[src/rtl/serial_ripple_subtractor.sv]
// Bit-serial subtractor: Diff = X - Y, one bit per clock, LSB first, with a single borrow flop.
// Define SERIAL_SUB_OVF_EN to add the registered signed-overflow output V.
module serial_ripple_subtractor #(
  parameter int WIDTH = 4,
  parameter int CW    = 3
) (
  input  logic             clk1,
  input  logic             rst_n,
  input  logic             start,
  input  logic [WIDTH-1:0] X,
  input  logic [WIDTH-1:0] Y,
  output logic [WIDTH-1:0] Diff,
  output logic             Borrow,
  output logic             busy,
  output logic             done
`ifdef SERIAL_SUB_OVF_EN
  ,
  output logic             V
`endif
);

  typedef enum logic [1:0] {IDLE, RUN, DONE} state_t;

  state_t           state_q, state_d;
  logic [CW-1:0]    cnt_q, cnt_d;
  logic [WIDTH-1:0] xs_q, xs_d, ys_q, ys_d, res_q, res_d, diff_q, diff_d;
  logic             bw_q, bw_d, borrow_q, borrow_d;
  logic             accept, last, a, b, d_bit, bw_next;

  assign a       = xs_q[0];
  assign b       = ys_q[0];
  assign d_bit   = a ^ b ^ bw_q;
  assign bw_next = (~a & b) | (~(a ^ b) & bw_q);
  assign accept  = start && (state_q != RUN);
  assign last    = (state_q == RUN) && (cnt_q == CW'(WIDTH-1));

  always_comb begin
    state_d  = state_q;
    cnt_d    = cnt_q;
    xs_d     = xs_q;
    ys_d     = ys_q;
    bw_d     = bw_q;
    res_d    = res_q;
    diff_d   = diff_q;
    borrow_d = borrow_q;
    case (state_q)
      RUN: begin
        xs_d  = xs_q >> 1;
        ys_d  = ys_q >> 1;
        bw_d  = bw_next;
        res_d = {d_bit, res_q[WIDTH-1:1]};
        if (last) begin
          // Only the completing edge publishes, so partial sums never reach Diff.
          state_d  = DONE;
          diff_d   = {d_bit, res_q[WIDTH-1:1]};
          borrow_d = bw_next;
        end else begin
          cnt_d = cnt_q + CW'(1);
        end
      end
      DONE:    state_d = IDLE;
      default: state_d = IDLE;
    endcase
    if (accept) begin
      state_d = RUN;
      xs_d    = X;
      ys_d    = Y;
      cnt_d   = '0;
      bw_d    = 1'b0;
      res_d   = '0;
    end
  end

  always_ff @(posedge clk1 or negedge rst_n) begin
    if (!rst_n) begin
      state_q  <= IDLE;
      cnt_q    <= '0;
      xs_q     <= '0;
      ys_q     <= '0;
      bw_q     <= 1'b0;
      res_q    <= '0;
      diff_q   <= '0;
      borrow_q <= 1'b0;
    end else begin
      state_q  <= state_d;
      cnt_q    <= cnt_d;
      xs_q     <= xs_d;
      ys_q     <= ys_d;
      bw_q     <= bw_d;
      res_q    <= res_d;
      diff_q   <= diff_d;
      borrow_q <= borrow_d;
    end
  end

  assign Diff   = diff_q;
  assign Borrow = borrow_q;
  assign busy   = (state_q != IDLE);
  assign done   = (state_q == DONE);

`ifdef SERIAL_SUB_OVF_EN
  // Operand MSBs are kept aside because the shift registers consume them.
  logic xm_q, ym_q, v_q;
  always_ff @(posedge clk1 or negedge rst_n) begin
    if (!rst_n) begin
      xm_q <= 1'b0;
      ym_q <= 1'b0;
      v_q  <= 1'b0;
    end else begin
      if (accept) begin
        xm_q <= X[WIDTH-1];
        ym_q <= Y[WIDTH-1];
      end
      if (last) v_q <= (xm_q != ym_q) && (d_bit != xm_q);
    end
  end
  assign V = v_q;
`endif

endmodule

[config.mk]
export PLATFORM = sky130hd
export DESIGN_NAME = serial_ripple_subtractor
export DESIGN_NICKNAME = d
export VERILOG_FILES = /design/src/rtl/serial_ripple_subtractor.sv
export SDC_FILE = /design/constraint.sdc
export NUM_CORES = 1
export LEC_CHECK = 0
export BUFFER_PORTS_ARGS = -buffer_cell sky130_fd_sc_hd__buf_2
export CORE_MARGIN = 2
export CORE_UTILIZATION = 57
export CTS_CLUSTER_SIZE = 16
export DETAILED_ROUTE_END_ITERATION = 7
export MAX_ROUTING_LAYER = met4
export PLACE_DENSITY = 0.86
export SYNTH_ARGS = -nofsm -noshare
export SYNTH_HDL_FRONTEND = slang
export SYNTH_SLANG_ARGS = --single-unit
[constraint.sdc]
create_clock -name clk1 -period 3.5 [get_ports clk1]
set_input_delay 0.35 -clock clk1 [delete_from_list [all_inputs] [get_ports clk1]]
set_output_delay 0.35 -clock clk1 [all_outputs]
set_load 0.05 [all_outputs]
# Word level (Yosys, flattened, before mapping)
# Index checks and enable logic that the tools add are counted.
classes:
  add_sub_neg: 1
  eq_ne: 6
  n_mux: 14
  bitwise: 7
  reduce_logical: 6
ops:
  columns: ["cell", "n"]
  rows:
  - ["$mux 4", 6]
  - ["$mux 3", 3]
  - ["$mux 2", 3]
  - ["$reduce_and 2->1", 2]
  - ["$reduce_bool 2->1", 2]
  - ["$add 3x1->3 const B", 1]
  - ["$eq 3x2->1 const B", 1]
  - ["$ne 3x3->1 const B", 1]
  - ["$and 1x1->1", 2]
  - ["$eq 2x1->1 const B", 1]
  - ["$eq 2x2->1 const B", 1]
  - ["$logic_and 1x1->1", 2]
  - ["$mux 1", 2]
  - ["$ne 2x1->1 const B", 1]
  - ["$ne 2x2->1 const B", 1]
  - ["$not 1->1", 2]
  - ["$xor 1x1->1", 2]
  - ["$or 1x1->1", 1]
word_totals:
  register_bits: 23

# Logic depth before layout (Yosys ltp)
depth:
  depth_word: 6
  mapped_depth: 5

# Least setup slack after synthesis
# OpenSTA, ideal clock, no wires.
synth_path:
  kind: "register to register"
  from: "register cnt_q[0]"
  to: "register diff_q[0], in the netlist Diff[0]"
  setup_ns: 0.125
  arrival_ns: 1.305
  t_required_ns: 3.375
  slack_ns: 2.070
  path_stages_with_launch: 5
  synth_period_minus_slack_ns: 1.430
  cell_sequence: "dfrtp_1 > ha_1 > ha_1 > nand3b_2 > mux2_2"
synth_via:
  elab_chain_len: 3
synth_lines:
  columns: ["item", "line_no", "text"]
  rows:
  - ["start: declaration", "25", "logic [CW-1:0] cnt_q, cnt_d;"]
  - ["start signal: assignment", "86", "cnt_q <= cnt_d;"]
  - ["$eq 3x2->1", "35", "assign last = (state_q == RUN) && (cnt_q == CW'(WIDTH-1));"]
  - ["$logic_and 1x1->1", "35", null]
  - ["$reduce_and 2->1 (no line)", null, null]
  - ["end signal: assignment", "91", "diff_q <= diff_d;"]
  - ["end: declaration", "26", "logic [WIDTH-1:0] xs_q, xs_d, ys_q, ys_d, res_q, res_d, diff_q, diff_d;"]
# No other way between the ends.
# A chain may end at the register's enable or synchronous reset.

# Worst setup path after layout
layout_path:
  from: "register state_q[0]"
  to: "register cnt_q[0]"
layout_via:
  elab_chain_len: 4
layout_lines:
  columns: ["item", "line_no", "text"]
  rows:
  - ["start: declaration", "24", "state_t state_q, state_d;"]
  - ["start signal: assignment", "85", "state_q <= state_d;"]
  - ["$ne 2x1->1 / $eq 2x1->1 (equally long branches)", "34, 35, 46", null]
  - ["$logic_and 1x1->1, on equally long branches", "34, 35", null]
  - ["$ne 2x2->1 (no line) / $reduce_bool 2->1 (equally long branches)", null, null]
  - ["$reduce_and 2->1 (no line)", null, null]
# Several ways; a longest one is shown, not always the timed one.

==> flow_metrics.env <==
export IMPL_cts_tree="built"
export IMPL_power_frac_seq_pct=42.0
export IMPL_synth_seq_area_share_pct=55.5
export IMPL_fin_setup_tns_ns=0
export IMPL_post_route_min_period_ns=1.76
export IMPL_top_layer_used="met4"
export IMPL_core_mm2=0.00169
export IMPL_grt_usage_pct=19.6
export IMPL_arrival_ns=1.97
export IMPL_hold_path_class="input port to flip-flop"
export IMPL_power_switching_uw=420
export IMPL_hold_viol=0
export IMPL_internal_power_uw=575
export IMPL_p_comb_share_pct=44.3
export IMPL_remaining_drc_errors=0
export IMPL_drt_pass1_iter_count=4
export IMPL_final_core_util_pct=66.0
export IMPL_syn_nets=100
export IMPL_max_stage_delay_ns=0.90
export IMPL_port_buffers=17
export IMPL_crit_chain="nor2b_1 > o21ai_2 > a21o_1"
export IMPL_final_cells=121
export IMPL_end_kind="flip-flop"
export IMPL_worstPathRequired_ns=3.71
export IMPL_ir_drop_uv=598
export IMPL_gr_total_overflow=0
export IMPL_synth_top_area_share_pct=55.5
export IMPL_std_cell_rows=15
export IMPL_wl_per_cell_um=13.6
export IMPL_syn_to_final_growth_pct=12.4
export IMPL_via_per_inst=5.54
export IMPL_ant_nets=0
export IMPL_route_met3_wl_um=79
export IMPL_fmax_mhz=569
export IMPL_cp_max_fo=19
export IMPL_slew_headroom_pct=24.9
export IMPL_cts_root_buffer="clkbuf_4"
export IMPL_synth_area_leaders="dfrtp_1 55%, mux2i_1 9.1%, nand2_1 4.9%"
export IMPL_max_cap_viol_count=0
export IMPL_initial_core_util_pct=58.7
export IMPL_clk_latency_ns=0.31
export IMPL_fin_skew_ns=0.00147
export IMPL_synthFlopType="dfrtp_1"
export IMPL_post_cts_buffers=0
export IMPL_switching_share_pct=42.2
export IMPL_clk_pin_slew_ns=0.11
export IMPL_min_period_over_period_pct=50.2
export IMPL_nets=119
export IMPL_place_inst=116
export IMPL_setup_viol=0
export IMPL_cellPowerDensity_mw_per_mm2=893
export IMPL_die_x_um=45.7
export IMPL_grt_start_max_net_pins=23
export IMPL_rsz0062_at_grt="no"
export IMPL_postCtsHoldBufs=1
export IMPL_synth_seq_cells=22
export IMPL_synthCells=86
export IMPL_route_vias_total=670
export IMPL_grt_pass1_wl_um=2700
export IMPL_grt_pass1_vias=607
export IMPL_gp_congestion=0.712
export IMPL_slowest_stage="nor2b_1"
export IMPL_die_area_mm2=0.00209
export IMPL_wl_met1_um=654
export IMPL_start_kind="flip-flop"
export IMPL_synth_edf_count=0
export IMPL_p_leak_nw=0.585
export IMPL_whs_path_depth=3
export IMPL_yosys_area_top_type="dfrtp_1"
export IMPL_io_pins=18
export IMPL_cts_sinks=22
export IMPL_fillerInstances=137
export IMPL_wl_um=1640
export IMPL_status="complete, no violations"
export IMPL_cts_resized=0
export IMPL_r2r_cells=3
export IMPL_cts_buffer_depth=2
export IMPL_worst_slew_pin_slew_ns=1.12
export IMPL_clockPowerShare_pct=13.7
export IMPL_drt_iter0_markers=5
export IMPL_slew_violations=0
export IMPL_drive_above_1_share_pct=27.9
export IMPL_wl_met2_um=861
export IMPL_syn_cell_area_um2=992
export IMPL_diodes=0
export IMPL_syn_area_per_cell_um2=11.5
export IMPL_dpl_hpwl_um=1190
export IMPL_yosysWarnings=0
export IMPL_numCtsBuffers=3
export IMPL_path_class="flip-flop to flip-flop"
export IMPL_ys_types=22
export IMPL_grt_antenna_before_repair=0
export IMPL_htree_num_levels=1
export IMPL_async_flop_share_pct=100
export IMPL_die_h_um=45.7
==> per-stage QoR <==
step / hold WS [ns] / setup slack (ns) / area, µm² / power [mW]
6_report: 0.282 / 1.74 / 1110 / 0.995
5_1_grt: 0.292 / 1.51 / 1110 / 1.07
4_1_cts: 0.281 / 1.71 / 1110 / 1.00
3_5_place_dp: 0.332 / 1.71 / 1070 / 0.868
3_3_place_gp: 0.330 / 1.82 / 1070 / 0.842
2_1_floorplan: 0.0544 / 2.07 / 992 / 0.781
==> cells in the mapped netlist (2+ instances only) <==
library cell,n
a21o_1,2
buf_4,2
dfrtp_1,22
ha_1,2
inv_1,5
mux2_2,4
mux2i_1,9
nand2_1,13
nand3b_1,4
nor2_1,2
nor3_1,2
o21ai_0,8
o21ai_2,2
==> cell families (layout without fill, tap and decap cells) <==
| logic type | count (synthesis) | after routing | share of synthesized area (%) |
|---|---|---|---|
| compound gates | 12 | 12 | 7.31 |
| fa+ha+maj | 3 | 3 | 4.54 |
| buf+inv | 9 | 27 | 4.92 |
| flops | 22 | 22 | 55.5 |
| mux | 13 | 13 | 13.6 |
| simple gates | 27 | 27 | 14.1 |
==> worst max-delay path, delay by kind of cell (launching register included) <==
kind / cells / cell delay [ns]
DFF: 1 / 0.42
and+or+nand+nor: 1 / 0.90
AOI/OAI and AO/OA: 2 / 0.35
==> cells in the final DEF, fill, tap and decap left out, types with 2 or more instances in the layout <==
master    count
o21ai_0       8
clkbuf_4      3
nor3_1        2
mux2i_1       9
nor2_1        2
nand3b_1      4
inv_1         5
nand2_1      13
buf_2        17
mux2_2        4
o21ai_2       2
ha_1          2
dfrtp_1      22
a21o_1        2
==> path summary, 6_finish.rpt <==
path / startpoint / slack, ns / endpoint
max in group asynchronous: rst_n / 2.65 / ys_q[2]$_DFFE_PN0P_
min in group asynchronous: rst_n / 0.53 / Diff[2]$_DFFE_PN0P_
worst max-delay path: state_q[0]$_DFFE_PN0P_ / 1.74 / cnt_q[0]$_DFFE_PN0P_
worst min register to register: xs_q[1]$_DFFE_PN0P_ / 0.49 / xs_q[0]$_DFFE_PN0P_
worst min-delay path: X[3] / 0.28 / xs_q[3]$_DFFE_PN0P_
worst max register to register: state_q[0]$_DFFE_PN0P_ / 1.74 / cnt_q[0]$_DFFE_PN0P_
==> layout make-up <==
class	instances	area (µm²)	share of cell area [%]
sequential	22	551	49.4
multi-input combinational	55	393	35.2
timing repair buffer	18	95.1	8.53
clock buffer	4	36.3	3.25
tap	17	21.3	1.91
inverter	5	18.8	1.68
==> state kept, by name, summed over array words and instances, names as in the netlist <==
signal	cells
bw_q	1
Diff	4
Borrow	1
state_q	2
xs_q	4
ys_q	4
cnt_q	3
res_q	3
==> power groups by stage <==
stage,Sequential [mW],Clock (mW),Combinational (mW)
2_1_floorplan,0.495,0,0.286
3_3_place_gp,0.416,0,0.425
3_5_place_dp,0.423,0,0.445
4_1_cts,0.419,0.138,0.447
5_1_grt,0.428,0.150,0.496
6_report,0.418,0.136,0.441
==> metal layers <==
layer | vias to the layer above | track usage [%]
li1 | 322 | -
met1 | 327 | 23.9
met2 | 16 | 31.0
met3 | 5 | 3.57
met4 | 0 | 10.3
met5 | - | -
Power figures use the tool's default switching activity.
